**src/rtl/mac_array_ctrl.sv**
```systemverilog
// Job sequencer for the MAC PE array: clear, stream k_len operand pairs, drain, hand off result.
// Optional MAC_CTRL_PERF_EN adds a saturating stall_cnt output of RUN cycles starved of operands.
module mac_array_ctrl #(
    parameter int K_W       = 16,
    parameter int DRAIN_CYC = 1
) (
    input  logic           clk,
    input  logic           rst_n,
    input  logic           start,
    input  logic [K_W-1:0] k_len,
    input  logic           abort,
    output logic           busy,
    input  logic           op_valid,
    output logic           op_ready,
    output logic [K_W-1:0] rd_addr,
    output logic           pe_clear,
    output logic           pe_enable,
    output logic           res_valid,
    input  logic           res_ready
`ifdef MAC_CTRL_PERF_EN
    ,
    output logic [31:0]    stall_cnt
`endif
);

    typedef enum logic [2:0] {
        IDLE,
        CLEAR,
        RUN,
        DRAIN,
        DONE
    } state_t;

    localparam int D_W = (DRAIN_CYC > 1) ? $clog2(DRAIN_CYC) : 1;
    localparam logic [D_W-1:0] D_LAST = D_W'(DRAIN_CYC - 1);

    state_t         state;
    logic [K_W-1:0] k_reg;
    logic [K_W-1:0] cnt;
    logic [D_W-1:0] dcnt;

    // NOTE: sequential state uses non-blocking assignments so every flop samples pre-edge values.
    always_ff @(posedge clk or negedge rst_n) begin
        if (!rst_n) begin
            state <= IDLE;
            k_reg <= '0;
            cnt   <= '0;
            dcnt  <= '0;
        end else if (state != IDLE && abort) begin
            // Abort outranks every transition, including the DONE handshake.
            state <= IDLE;
        end else begin
            case (state)
                IDLE: begin
                    if (start) begin
                        k_reg <= k_len;
                        cnt   <= '0;
                        state <= CLEAR;
                    end
                end
                CLEAR: begin
                    dcnt  <= '0;
                    state <= (k_reg == '0) ? DRAIN : RUN;
                end
                RUN: begin
                    if (op_valid) begin
                        cnt <= cnt + K_W'(1);
                        if (cnt == k_reg - K_W'(1)) state <= DRAIN;
                    end
                end
                DRAIN: begin
                    if (dcnt == D_LAST) state <= DONE;
                    else                dcnt  <= dcnt + D_W'(1);
                end
                DONE: begin
                    if (res_ready) state <= IDLE;
                end
                default: state <= IDLE;
            endcase
        end
    end

    // Outputs decode the state register; only the RUN-phase strobes see op_valid/abort.
    assign busy      = (state != IDLE);
    assign pe_clear  = (state == CLEAR);
    assign op_ready  = (state == RUN) && !abort;
    assign pe_enable = op_ready && op_valid;
    assign res_valid = (state == DONE);
    assign rd_addr   = cnt;

`ifdef MAC_CTRL_PERF_EN
    always_ff @(posedge clk or negedge rst_n) begin
        if (!rst_n) begin
            stall_cnt <= '0;
        end else if (state == IDLE && start) begin
            stall_cnt <= '0;
        end else if (state == RUN && !abort && !op_valid && stall_cnt != 32'hFFFF_FFFF) begin
            stall_cnt <= stall_cnt + 32'd1;
        end
    end
`endif

endmodule

```
**config.mk**
```make
export PLATFORM = sky130hd
export DESIGN_NAME = mac_array_ctrl
export DESIGN_NICKNAME = d
export VERILOG_FILES = /design/src/rtl/mac_array_ctrl.sv
export SDC_FILE = /design/constraint.sdc
export NUM_CORES = 1
export LEC_CHECK = 0
export BUFFER_PORTS_ARGS = -buffer_cell sky130_fd_sc_hd__buf_4
export CORE_UTILIZATION = 37
export CTS_BUF_LIST = sky130_fd_sc_hd__clkbuf_8
export DETAILED_ROUTE_END_ITERATION = 12
export GPL_TIMING_DRIVEN = 0
export HOLD_SLACK_MARGIN = 0.06
export SYNTH_ARGS = -nofsm -noshare
export SYNTH_HDL_FRONTEND = slang
export SYNTH_SLANG_ARGS = --single-unit
export TNS_END_PERCENT = 50
```
**constraint.sdc**
```tcl
create_clock -name clk -period 2 [get_ports clk]
set_input_delay 0.6 -clock clk [delete_from_list [all_inputs] [get_ports clk]]
set_output_delay 0.6 -clock clk [all_outputs]
set_load 0.05 [all_outputs]
```
==> results of run 1 <==
[critical path: stages (launching register included)]
cell       delay (ns)
dfrtp_1          0.40
buf_4            0.14
buf_4            0.14
or3_1            0.36
or3_1            0.40
a2111oi_2        0.37
o2111ai_1        0.15
o21ai_1          0.14
[kinds of logic (layout without fill, tap and decap cells)]
group,count (synthesis),in the layout
mux,14,14
compound gates,26,26
simple gates,93,93
buf+inv,9,66
xor+xnor,35,35
fa+ha+maj,2,2
flops,35,35
[layer usage]
metal	GRT usage, %	wire length, um
met1	25.67	2461
met2	26.99	2179
met3	3.929	186
met4	8.679	119
met5	0	0
[how the worst min path moves through the flow]
stage	from	end	slack, ns	cells after the start
floorplan	rst_n	k_reg[0]$_DFFE_PN0P_	0.30	0
global placement	k_reg[14]$_DFFE_PN0P_	k_reg[14]$_DFFE_PN0P_	0.53	1
detailed placement	k_reg[14]$_DFFE_PN0P_	k_reg[14]$_DFFE_PN0P_	0.54	1
CTS	rst_n	k_reg[15]$_DFFE_PN0P_	0.26	1
global route	rst_n	k_reg[2]$_DFFE_PN0P_	0.28	1
finish	rst_n	k_reg[3]$_DFFE_PN0P_	0.24	1
[cell usage in the layout (no fill, tap or decap), drive strengths merged, types with 4 or more instances in the layout]
cell    instances
a21oi           7
buf            51
clkbuf          8
dfrtp          35
inv             4
mux2           14
nand2          17
nand3           7
nor2           23
nor3            5
nor3b           5
nor4            7
o21ai           9
or3             8
xnor2          21
xor2           14
[where the power goes]
group | total, mW | internal [mW] | switching, mW
Sequential | 1.29 | 0.909 | 0.377
Clock | 0.527 | 0.242 | 0.285
Combinational | 1.55 | 0.784 | 0.766
[per-stage QoR]
step	setup slack [ns]	cell area, um2
after global placement	-0.4719	2521
after global routing	-0.2769	2774
after CTS	-0.08517	2703
after floorplan	-0.03347	2116
final	-0.1607	2774
after detailed placement	-0.4747	2521
[final cells by class]
class                   instances  area [um2]
flip-flops and latches         35       880.8
repair buffers                 50       379.1
well taps                      72       90.09
inverters                       4       15.01
clock buffers                   5       68.82
plain buffers                   4       31.28
fillers                       539        2699
multi-input cells             170        1289
clock inverters                 3       20.02
[what timing repair did]
item | CTS | global route
hold buffers | 0 | 0
pin swaps | 3 | 8
endpoints found under the setup margin | 30 | 26
buffers inserted | 5 | 3
resized for setup | 15 | 12
==> qor.yml, run 1 <==
status:
  run_status: "finished, violations left"
  violations: "setup timing"
global_routing:
  track_usage_pct: 18.44
  grt_pass1_vias: 1678
  grt_overflow: 0
  grt_max_degree: 36
  grt_pass1_wl_um: 8369
  antenna_found_initial: 0
logic_synthesis:
  synth_top_family_by_area: "simple AND/OR/NAND/NOR gates"
  synth_edf_count: 0
  synthTopCellsByCount: "35 x dfrtp_1, 23 x nor2_1, 21 x xnor2_1, 17 x nand2_1, 14 x xor2_1"
  synth_area_leader_cell: "dfrtp_1"
  synth-simple-area-share_pct: 25.12
  netlist_instances: 214
  synth_compound_area_share_pct: 8.055
  synth_top_area_share_pct: 41.77
  ys_seq_elements: 35
  synth_xor_area_share_pct: 14.62
  ys_top_cells_by_area: "dfrtp_1 42%, xnor2_1 8.8%, mux2_2 6.4%, xor2_1 5.8%, nor2_1 4.1%"
  yosysMostFrequentCell: "dfrtp_1"
  synthMuxAreaShare_pct: 7.518
  ys_types: 44
  yosysWarningCount: 0
  ys_seq_area_share_pct: 41.77
  synthAdderAreaFrac_pct: 1.193
  synthArstFlopShare_pct: 100.0
  syn_nets: 238
  ys.flop_type: "dfrtp_1"
  synth_area_um2: 2097
  avgSynthCellArea_um2: 9.799
cells_and_area:
  finalNetCount: 294
  instances_no_fill: 343
  syn2layout_area_growth_pct: 32.28
  antennaDiodeCount: 0
  fin_util_pct: 50.69
  drive_above_1_share_pct: 37.27
sta:
  finClkSkew_ns: 0.006040
  period_needed_ns: 2.161
  hold_ws_ns: 0.2445
  setup-violations-final: 2
  worst_pin_slew_ns: 0.5137
  worst_slack_ns: -0.1607
  maxSlewViolCount: 0
  fin_crit_sh_pct: 108.0
  rsz0062_at_grt: "yes"
  tns_ns: -0.2136
  max_freq_ghz: 0.4628
  hold_viol: 0
  slew_headroom_pct: 65.43
clock_tree:
  cts.sinks: 35
  ctsLongestPathBuffers: 2
  h-tree-depth: 2
  clk_latency_ns: 0.29
  cts-root-buf: "clkbuf_8"
  cts_buffers: 5
  cts_tree: "built"
  clkTransAtPathRegs_ns: 0.07
power:
  peakVddDrop_mv: 0.6112
  powerDensity_nw_per_um2: 1212
  power_mw: 3.363
  total_leakage_power_nw: 1.151
floorplanning:
  dieHeight_um: 77.29
  core_area_um2: 5473
  dieWidth_um: 77.29
  ios: 43
  die_area_um2: 5973
  initial_core_util_pct: 38.32
  rows: 27
placement:
  dp.cells: 328
  dp_hpwl_um: 3590
  io_buffers: 42
  gp_congestion: 0.8146
route:
  routedWlPerCell_um: 14.42
  drt_iter0_drc: 62
  dr.pass1.iters: 4
  postRouteAntennaNets: 0
  vias: 1739
  drcViolationCount: 0
  routed_wl_um: 4946
  vias_per_cell: 5.070
setup_path:
  cp-endpoint: "state[0]$_DFFE_PN0P_"
  cp_max_fo: 4
  cp-start-kind: "register"
  r2r_setup_slack_ns: -0.16
  crit_type: "register to register"
  reg2reg_to: "state[0]$_DFFE_PN0P_"
  crit_path_end_kind: "register"
  crit_start: "k_reg[0]$_DFFE_PN0P_"
  reg2reg_depth: 7
  required_ns: 2.22
  reg2reg_from: "k_reg[0]$_DFFE_PN0P_"
  cp.arrival_ns: 2.38
run:
  cap_violations: 0
worst_hold_path:
  hold_class: "primary input to async pin"
Power figures use the tool's default switching activity.
==> inputs of run 2 (changes only) <==
- CORE_ASPECT_RATIO: not set -> 1.25
==> qor.yml, run 2 (synthesis results as in run 1) <==
setup_path:
  cp.arrival_ns: 2.29  # -0.09 ns
  required_ns: 2.22  # about the same
  crit_path_end_kind: "register"
  cp_cell_sequence: "inv_2, ha_2, nor3b_4, nand3_2, or4_4, a211oi_4, o211ai_1, o21ai_1"
  crit_buf_inv: 1  # -1
  max_stage_delay_ns: 0.45  # +0.05 ns
  crit_type: "register to register"
  cp_max_fo: 4  # unchanged
  cp-start-kind: "register"
  crit_family: "simple AND/OR/NAND/NOR gates"
  slowest_stage: "or4_4"
cells_and_area:
  syn2layout_area_growth_pct: 29.12
  final_cell_mix: "48 x buf_4, 30 x dfrtp_1, 22 x nor2_1"
  finalNetCount: 291  # -1.0%
  multi_input_area_um2: 1276  # -0.97%
  drive_above_1_share_pct: 34.83  # -2.4 points
  antennaDiodeCount: 0  # unchanged
  register_area_um2: 882.1  # +0.14%
  final_common_cell: "buf_4"
  fillers: 536  # -0.56%
  final_area_um2: 2708  # -2.4%
sta:
  max_freq_ghz: 0.4827  # +4.3%
  slew_headroom_pct: 69.18  # +3.7 points
  rsz0062_at_grt: "yes"
  hold_viol: 0  # unchanged
  maxSlewViolCount: 0  # unchanged
  worst_pin_slew_ns: 0.4580  # -0.05574 ns
  fin_crit_sh_pct: 103.6  # -4.4 points
  setup-violations-final: 3  # +1
  finClkSkew_ns: 0.01267  # +0.006626 ns
  period_needed_ns: 2.072  # -0.08883 ns
  worst_slack_ns: -0.07186  # +0.08883 ns
power:
  powerDensity_nw_per_um2: 1193  # -1.6%
  peakVddDrop_mv: 0.4725  # -23%
  total_leakage_power_nw: 1.136  # -1.3%
clock_tree:
  cts.sinks: 35  # unchanged
  hold_buffers: 0  # unchanged
  cts-root-buf: "clkbuf_8"
  cts_buffers: 5  # unchanged
  clkTransAtPathRegs_ns: 0.06  # about the same
  cts_tree: "built"
  ctsLongestPathBuffers: 2  # unchanged
  h-tree-depth: 2  # unchanged
  clk_latency_ns: 0.29  # about the same
route:
  vias_per_cell: 5.224  # +3.0%
  drt_iter0_drc: 63  # +1.6%
  routedWlPerCell_um: 14.52  # +0.67%
  drcViolationCount: 0  # unchanged
  postRouteAntennaNets: 0  # unchanged
  vias: 1729  # -0.58%
  dr.pass1.iters: 4  # unchanged
  routed_wl_um: 4805  # -2.9%
global_routing:
  grt_overflow: 0  # unchanged
  grt_pass1_vias: 1651  # -1.6%
  track_usage_pct: 17.49  # -0.95 points
  antenna_found_initial: 0  # unchanged
  grt_pass1_wl_um: 8121  # -3.0%
  grt_max_degree: 36  # unchanged
floorplanning:
  core_area_um2: 5443  # -0.55%
  initial_core_util_pct: 38.53  # +0.21 points
  dieWidth_um: 69.34  # -10%
  ios: 43  # unchanged
  rows: 30  # +11%
  die_area_um2: 5975  # about the same
  dieHeight_um: 86.17  # +11%
worst_hold_path:
  hold_class: "primary input to async pin"
placement:
  io_buffers: 42  # unchanged
  gp_congestion: 0.8375  # +2.8%
  dp_hpwl_um: 3618  # +0.77%
  place_area_um2: 2511  # -0.40%
  pre_cts_slack_ns: -0.4931  # -0.01837 ns
run:
  cap_violations: 0  # unchanged
status:
  run_status: "finished, violations left"
  violations: "setup timing"
==> run 2: cell count changes in the layout (fill, tap and decap cells not counted), sizes merged <==
cell and change:
clkbuf -1, inv +2, clkinv -1, buf -2, clkinvlp -2
==> run 2: worst paths after layout <==
check / end / cells after the start / startpoint / slack (ns)
min: state[1]$_DFFE_PN0P_ / 1 / rst_n / 0.26
max: state[0]$_DFFE_PN0P_ / 8 / k_reg[1]$_DFFE_PN0P_ / -0.07
max reg2reg: state[0]$_DFFE_PN0P_ / 8 / k_reg[1]$_DFFE_PN0P_ / -0.07
min in group clk: state[2]$_DFFE_PN0P_ / 2 / abort / 0.50
max in group asynchronous: rd_addr[4]$_DFFE_PN0P_ / 1 / rst_n / 1.41
min reg2reg: k_reg[14]$_DFFE_PN0P_ / 1 / k_reg[14]$_DFFE_PN0P_ / 0.54
==> run 2: layer usage <==
metal	track usage, %	up-vias	share of wire, %
li1	-	860	-
met1	21.96	828	45
met2	29.92	34	50
met3	3.256	7	3.4
met4	6.679	0	1.7
met5	0	-	0
==> run 2: final cells by class <==
type / count / area share, %
Multi-Input combinational cell: 170 / 47.13
Sequential cell: 35 / 32.58
Timing Repair Buffer: 47 / 13.03
Tap cell: 64 / 2.957
Clock buffer: 5 / 2.542
Buffer: 4 / 0.9242
Inverter: 4 / 0.5545
Clock inverter: 2 / 0.2773
==> run 2: stage by stage <==
step                TNS [ns]  utilization, %  hold slack (ns)  std cells  power (mW)
global placement      -4.350           46.14           0.5326        320       2.583
detailed placement    -4.115           46.14           0.5400        320       2.601
finish              -0.09952           49.75           0.2554        331       3.229
CTS                  -0.1553           49.15           0.2683        330       3.222
floorplan           -0.07591               -           0.3044        214       2.247
global route         -0.5875           49.75           0.2892        331       3.462
==> run 2: timing repair <==
item	in CTS	in global routing
pin swaps	4	2
resized for setup	14	8
setup buffers	4	1
setup endpoints to repair	29	27
==> run 2: where the power goes <==
part | internal, mW | switching [mW] | total, mW
sequential | 0.914 | 0.369 | 1.28
clock | 0.229 | 0.242 | 0.471
combinational | 0.727 | 0.748 | 1.48
